## src/rtl/uart_pkg.sv

```systemverilog
// Shared UART definitions: data width, default oversampling rate and receiver states.
// Used by uart_receiver (parity build selected by UART_RX_PARITY_EN) and the transmitter.
package uart_pkg;

   localparam int unsigned UART_DATA_BITS   = 8;
   localparam int unsigned UART_OS_RATE_DEF = 16;

   typedef enum logic [2:0] {
      RX_IDLE   = 3'd0,
      RX_START  = 3'd1,
      RX_DATA   = 3'd2,
      RX_PARITY = 3'd3,
      RX_STOP   = 3'd4
   } rx_state_t;

endpackage

```

## src/rtl/uart_sync.sv

```systemverilog
// SYNC_STAGES-deep flop synchronizer for an asynchronous level; resets to 1 (idle line).
module uart_sync #(
   parameter int unsigned SYNC_STAGES = 2
) (
   input  logic clk,
   input  logic rst,
   input  logic d,
   output logic q
);

   logic [SYNC_STAGES-1:0] stages;

   always_ff @(posedge clk or posedge rst) begin
      if (rst)
         stages <= '1;
      else
         stages <= {stages[SYNC_STAGES-2:0], d};
   end

   assign q = stages[SYNC_STAGES-1];

endmodule

```

## src/rtl/uart_receiver.sv

```systemverilog
// 8N1 UART receiver, LSB first, mid-bit sampling on an oversampling tick.
// Define UART_RX_PARITY_EN to add an even-parity bit after D7 and drive parity_err.
module uart_receiver
   import uart_pkg::*;
#(
   parameter int unsigned OS_RATE     = UART_OS_RATE_DEF,
   parameter int unsigned SYNC_STAGES = 2
) (
   input  logic                      clk,
   input  logic                      rst,
   input  logic                      os_tick,
   input  logic                      rx_serial,
   output logic [UART_DATA_BITS-1:0] rx_data,
   output logic                      rx_valid,
   output logic                      rx_busy,
   output logic                      frame_err,
   output logic                      parity_err
);

   localparam int unsigned TW = $clog2(OS_RATE);
   localparam logic [TW-1:0] HALF_M1 = TW'(OS_RATE / 2 - 1);
   localparam logic [TW-1:0] FULL_M1 = TW'(OS_RATE - 1);
   localparam logic [2:0]    LAST_BIT = 3'(UART_DATA_BITS - 1);

   localparam logic [2:0] S_IDLE   = RX_IDLE;
   localparam logic [2:0] S_START  = RX_START;
   localparam logic [2:0] S_DATA   = RX_DATA;
   localparam logic [2:0] S_STOP   = RX_STOP;
`ifdef UART_RX_PARITY_EN
   localparam logic [2:0] S_PARITY = RX_PARITY;
`endif

   if (OS_RATE < 4 || (OS_RATE % 2) != 0) begin : g_bad_os_rate
      $error("uart_receiver: OS_RATE must be even and >= 4");
   end
   if (SYNC_STAGES < 2) begin : g_bad_sync
      $error("uart_receiver: SYNC_STAGES must be >= 2");
   end

   logic                      rx_s;
   logic [2:0]                state;
   logic [TW-1:0]             tick_cnt;
   logic [2:0]                bit_cnt;
   logic                      armed;
   logic [UART_DATA_BITS-1:0] shreg;
   logic                      at_mid;

   uart_sync #(.SYNC_STAGES(SYNC_STAGES)) u_sync (
      .clk (clk),
      .rst (rst),
      .d   (rx_serial),
      .q   (rx_s)
   );

   // Explicit wrap keeps the counter correct for non-power-of-two OS_RATE.
   always_comb begin
      at_mid = (tick_cnt == FULL_M1);
   end

`ifdef UART_RX_PARITY_EN
   logic par_bad;
`else
   assign parity_err = 1'b0;
`endif

   always_ff @(posedge clk or posedge rst) begin
      if (rst) begin
         state     <= S_IDLE;
         tick_cnt  <= '0;
         bit_cnt   <= '0;
         armed     <= 1'b0;
         shreg     <= '0;
         rx_data   <= '0;
         rx_valid  <= 1'b0;
         rx_busy   <= 1'b0;
         frame_err <= 1'b0;
`ifdef UART_RX_PARITY_EN
         par_bad    <= 1'b0;
         parity_err <= 1'b0;
`endif
      end else begin
         rx_valid  <= 1'b0;
         frame_err <= 1'b0;
`ifdef UART_RX_PARITY_EN
         parity_err <= 1'b0;
`endif
         if (os_tick) begin
            case (state)
               S_IDLE: begin
                  // A held-low line never re-arms, so a break yields no frames.
                  if (rx_s) begin
                     armed <= 1'b1;
                  end else if (armed) begin
                     tick_cnt <= '0;
                     armed    <= 1'b0;
                     rx_busy  <= 1'b1;
                     state    <= S_START;
                  end
               end
               S_START: begin
                  if (tick_cnt == HALF_M1) begin
                     if (rx_s) begin
                        rx_busy <= 1'b0;
                        state   <= S_IDLE;
                     end else begin
                        tick_cnt <= '0;
                        bit_cnt  <= '0;
`ifdef UART_RX_PARITY_EN
                        par_bad  <= 1'b0;
`endif
                        state    <= S_DATA;
                     end
                  end else begin
                     tick_cnt <= tick_cnt + 1'b1;
                  end
               end
               S_DATA: begin
                  if (at_mid) begin
                     tick_cnt       <= '0;
                     shreg[bit_cnt] <= rx_s;
                     bit_cnt        <= bit_cnt + 1'b1;
                     if (bit_cnt == LAST_BIT) begin
`ifdef UART_RX_PARITY_EN
                        state <= S_PARITY;
`else
                        state <= S_STOP;
`endif
                     end
                  end else begin
                     tick_cnt <= tick_cnt + 1'b1;
                  end
               end
`ifdef UART_RX_PARITY_EN
               S_PARITY: begin
                  if (at_mid) begin
                     tick_cnt <= '0;
                     par_bad  <= ^{shreg, rx_s};
                     state    <= S_STOP;
                  end else begin
                     tick_cnt <= tick_cnt + 1'b1;
                  end
               end
`endif
               S_STOP: begin
                  if (at_mid) begin
                     tick_cnt  <= '0;
                     rx_busy   <= 1'b0;
                     armed     <= 1'b0;
                     state     <= S_IDLE;
                     frame_err <= ~rx_s;
                     if (rx_s) begin
                        rx_data <= shreg;
                     end
`ifdef UART_RX_PARITY_EN
                     rx_valid   <= rx_s & ~par_bad;
                     parity_err <= par_bad;
`else
                     rx_valid   <= rx_s;
`endif
                  end else begin
                     tick_cnt <= tick_cnt + 1'b1;
                  end
               end
               default: begin
                  rx_busy <= 1'b0;
                  state   <= S_IDLE;
               end
            endcase
         end
      end
   end

endmodule

```

## config.mk

```make
export PLATFORM = sky130hd
export DESIGN_NAME = uart_receiver
export DESIGN_NICKNAME = d
export VERILOG_FILES = /design/src/rtl/uart_pkg.sv /design/src/rtl/uart_sync.sv /design/src/rtl/uart_receiver.sv
export SDC_FILE = /design/constraint.sdc
export NUM_CORES = 1
export LEC_CHECK = 0
export BUFFER_PORTS_ARGS = -buffer_cell sky130_fd_sc_hd__buf_2
export CORE_MARGIN = 1.5
export CORE_UTILIZATION = 30
export DETAILED_ROUTE_END_ITERATION = 6
export SYNTH_ARGS = -nofsm -noshare
export SYNTH_HDL_FRONTEND = slang
export SYNTH_SLANG_ARGS = --single-unit
```

## constraint.sdc

```tcl
create_clock -name clk -period 2.1 [get_ports clk]
set_input_delay 0.42 -clock clk [delete_from_list [all_inputs] [get_ports clk]]
set_output_delay 0.42 -clock clk [all_outputs]
set_load 0.01 [all_outputs]
```

==> flow_metrics.env <==
export IMPL_status="finished clean"
export IMPL_synthFlopType="dfrtp_1"
export IMPL_post_cts_repair_setup_buffers=0
export IMPL_drive_gt1_share_pct=23.8
export IMPL_diodes=0
export IMPL_rsz0062_at_grt="false"
export IMPL_final_setup_worst_slack_ps=167
export IMPL_detail_route_wirelength_mm=3.04
export IMPL_drt_met1_wl_mm=1.52
export IMPL_fin_crit_ps=1930
export IMPL_nets=170
export IMPL_place_hpwl_mm=2.11
export IMPL_fin_setup_tns_ps=0
export IMPL_cts_tree="yes"
export IMPL_dpl_worst_slack_ps=152
export IMPL_firstDrtPassIters=4
export IMPL_grt_pass1_wl_mm=5.18
export IMPL_place_inst=226
export IMPL_start_kind="flip-flop"
export IMPL_fp_coreArea_um2=5140
export IMPL_period_share_pct=92.1
export IMPL_synth_edf_count=0
export IMPL_worst_ep_arrival_time_ps=2100
export IMPL_leakage_nw=0.916
export IMPL_avgSynthCellArea_um2=11.3
export IMPL_dieArea_um2=5840
export IMPL_fillers=539
export IMPL_avgRoutedWirePerCell_um=13.0
export IMPL_start_util_pct=31.5
export IMPL_async_flop_share_pct=100
export IMPL_ios=16
export IMPL_cts_buffers_inserted=5
export IMPL_multi_input_area_um2=734
export IMPL_crit_type="flip-flop to flip-flop"
export IMPL_place_gp_congestion=0.762
export IMPL_place_port_buffers=14
export IMPL_final_max_slew_viol_count=0
export IMPL_clk_pin_slew_ps=70
export IMPL_irDropWorstVdd_v=0.000320
export IMPL_rows=26
export IMPL_root_buffer="clkbuf_8"
export IMPL_max_stage_delay_ps=390
export IMPL_syn_inst=143
export IMPL_grt_usage_pct=11.2
export IMPL_cts_hold_buf=0
export IMPL_utilization_pct=36.8
export IMPL_ys_seq_elements=32
export IMPL_crit_path_end_kind="flip-flop"
export IMPL_overflow=0
export IMPL_wl_met3_um=112
export IMPL_cts_path_max_buffers=2
export IMPL_seqCellArea_um2=803
export IMPL_syn_to_final_growth_pct=16.8
export IMPL_cellPowerDensity_nw_per_um2=1150
export IMPL_drc=0
export IMPL_synthesis_area_um2=1620
export IMPL_routed_top_layer="met4"
export IMPL_die_h_um=76.4
export IMPL_fin_cells=234
export IMPL_grt_max_degree=33
export IMPL_dr_total_vias=1143
export IMPL_ys_warn_count=0
export IMPL_antenna_left=0
export IMPL_whs_ps=206
export IMPL_synth_seq_area_share_pct=49.7
export IMPL_setup_viol=0
export IMPL_hold_class="primary input to async pin"
export IMPL_cts_sinks=32
export IMPL_skew_ps=4.92
export IMPL_crit_required_ps=2270
export IMPL_drv_cap=0
export IMPL_antenna_found_initial=0
export IMPL_crit_fanout=7
export IMPL_synth_cell_type_count=47
export IMPL_grt_pass1_vias=1091
export IMPL_clock_fmax_ghz=0.517
export IMPL_route_met2_wl_mm=1.33
export IMPL_hold_viol=0
export IMPL_synth_nets=150
export IMPL_die_x_um=76.4
export IMPL_clk_latency_ps=290
export IMPL_cts_max_level=2
export IMPL_drt_iter0_markers=113
export IMPL_post_cts_resized=0
export IMPL_crit_chain="ha_1 -> nand3_2 -> a221oi_2 -> o211ai_2 -> mux2_1"
export IMPL_slowest_stage="a221oi_2"
export IMPL_vias_per_cell=4.88
-- metrics by stage --
| step | total power, W | instance area, um^2 |
|---|---|---|
| 6_report | 0.00218 | 1890 |
| 5_1_grt | 0.00233 | 1890 |
| 4_1_cts | 0.00220 | 1890 |
| 3_5_place_dp | 0.00160 | 1780 |
| 3_3_place_gp | 0.00160 | 1780 |
| 2_1_floorplan | 0.00144 | 1620 |
-- layout by cell type (no fill, tap or decap), types with 2 or more instances in the layout --
cell type and instances:
dfstp_2 2, nand3_1 2, clkbuf_8 5, o21ai_0 7, buf_2 14, nor2_1 5
nand2_1 3, mux2_1 17, mux2i_1 3, nor3b_2 2, nand2b_1 3, or3_1 3
a21oi_1 4, dfrtp_1 30, o21ai_1 2, nor3_1 6, ha_1 3, o22ai_1 2
nand4_1 6, buf_4 6, inv_1 10, nand3b_1 2
-- metal layers --
| metal | track usage [%] | vias to the layer above |
|---|---|---|
| li1 | - | 559 |
| met1 | 14.7 | 555 |
| met2 | 16.7 | 21 |
| met3 | 3.11 | 8 |
| met4 | 6.11 | 0 |
| met5 | 0 | - |
-- where the power goes --
| part | switching, W | internal [W] | leakage [nW] |
|---|---|---|---|
| Sequential | 0.000172 | 0.000719 | 0.430 |
| Clock | 0.000235 | 0.000351 | 0.0541 |
| Combinational | 0.000392 | 0.000312 | 0.432 |
| Total | 0.000799 | 0.00138 | 0.916 |
-- cell usage after synthesis, drive strengths merged, types with 2 or more instances --
| cell | number | share of area [%] |
|---|---|---|
| dfrtp | 30 | 46 |
| mux2 | 17 | 12 |
| inv | 10 | 2.3 |
| o21ai | 9 | 2.8 |
| nor3 | 7 | 2.9 |
| buf | 6 | 2.4 |
| nand4 | 6 | 2.3 |
| a21oi | 5 | 1.8 |
| nor2 | 5 | 1.2 |
| ha | 3 | 2.3 |
| mux2i | 3 | 1.9 |
| nand2 | 3 | 0.70 |
| nand2b | 3 | 1.2 |
| nand3 | 3 | 1.2 |
| nor3b | 3 | 2.0 |
| or3 | 3 | 1.2 |
| a221oi | 2 | 1.5 |
| dfstp | 2 | 3.2 |
| nand3b | 2 | 0.93 |
| o211ai | 2 | 1.2 |
| o22ai | 2 | 0.77 |
-- final timing paths --
path / start / depth (start not counted) / endpoint / slack [ps]
max: tick_cnt[0]$_DFFE_PP0P_ / 5 / state[1]$_DFFE_PP0P_ / 170
min: rst / 3 / rx_busy$_DFFE_PP0P_ / 210
max reg2reg: tick_cnt[0]$_DFFE_PP0P_ / 5 / state[1]$_DFFE_PP0P_ / 170
min reg2reg: u_sync.stages[0]$_DFF_PP1_ / 0 / u_sync.stages[1]$_DFF_PP1_ / 360
max in group asynchronous: rst / 3 / u_sync.stages[1]$_DFF_PP1_ / 1570
min in group clk: rx_serial / 1 / u_sync.stages[0]$_DFF_PP1_ / 230
-- cells by family (layout without fill, tap and decap cells) --
logic type	after synthesis	in the layout	share of synthesized area (%)
other	1	1	0.232
multiplexers	20	20	13.7
flip-flops	32	32	49.7
XOR/XNOR	1	1	0.541
AND/OR/NAND/NOR	41	41	16.4
AO/OA/AOI/OAI	28	28	12.2
buffers and inverters	17	38	4.95
adder cells (fa/ha/maj)	3	3	2.32
-- state kept, by name, indices dropped and copies added (netlist names) --
name,cells
armed,1
bit_cnt,3
frame_err,1
rx_busy,1
rx_data,8
rx_valid,1
shreg,8
state,3
tick_cnt,4
u_sync.stages,2
-- critical path: cells and delay by family, from the launching register on --
kind	cells	cell delay (ps)
compound gates	2	590
flops	1	380
mux	1	350
fa+ha+maj	1	300
simple gates	1	190
-- final cells by class --
class,instances,area share (%)
clock buffer,5,3.64
clock inverter,3,2.25
inverter,10,1.99
multi-input combinational,94,38.9
sequential,32,42.5
tap,70,4.64
timing repair buffer,20,6.09
No activity file was read; power rests on OpenSTA's default activity.
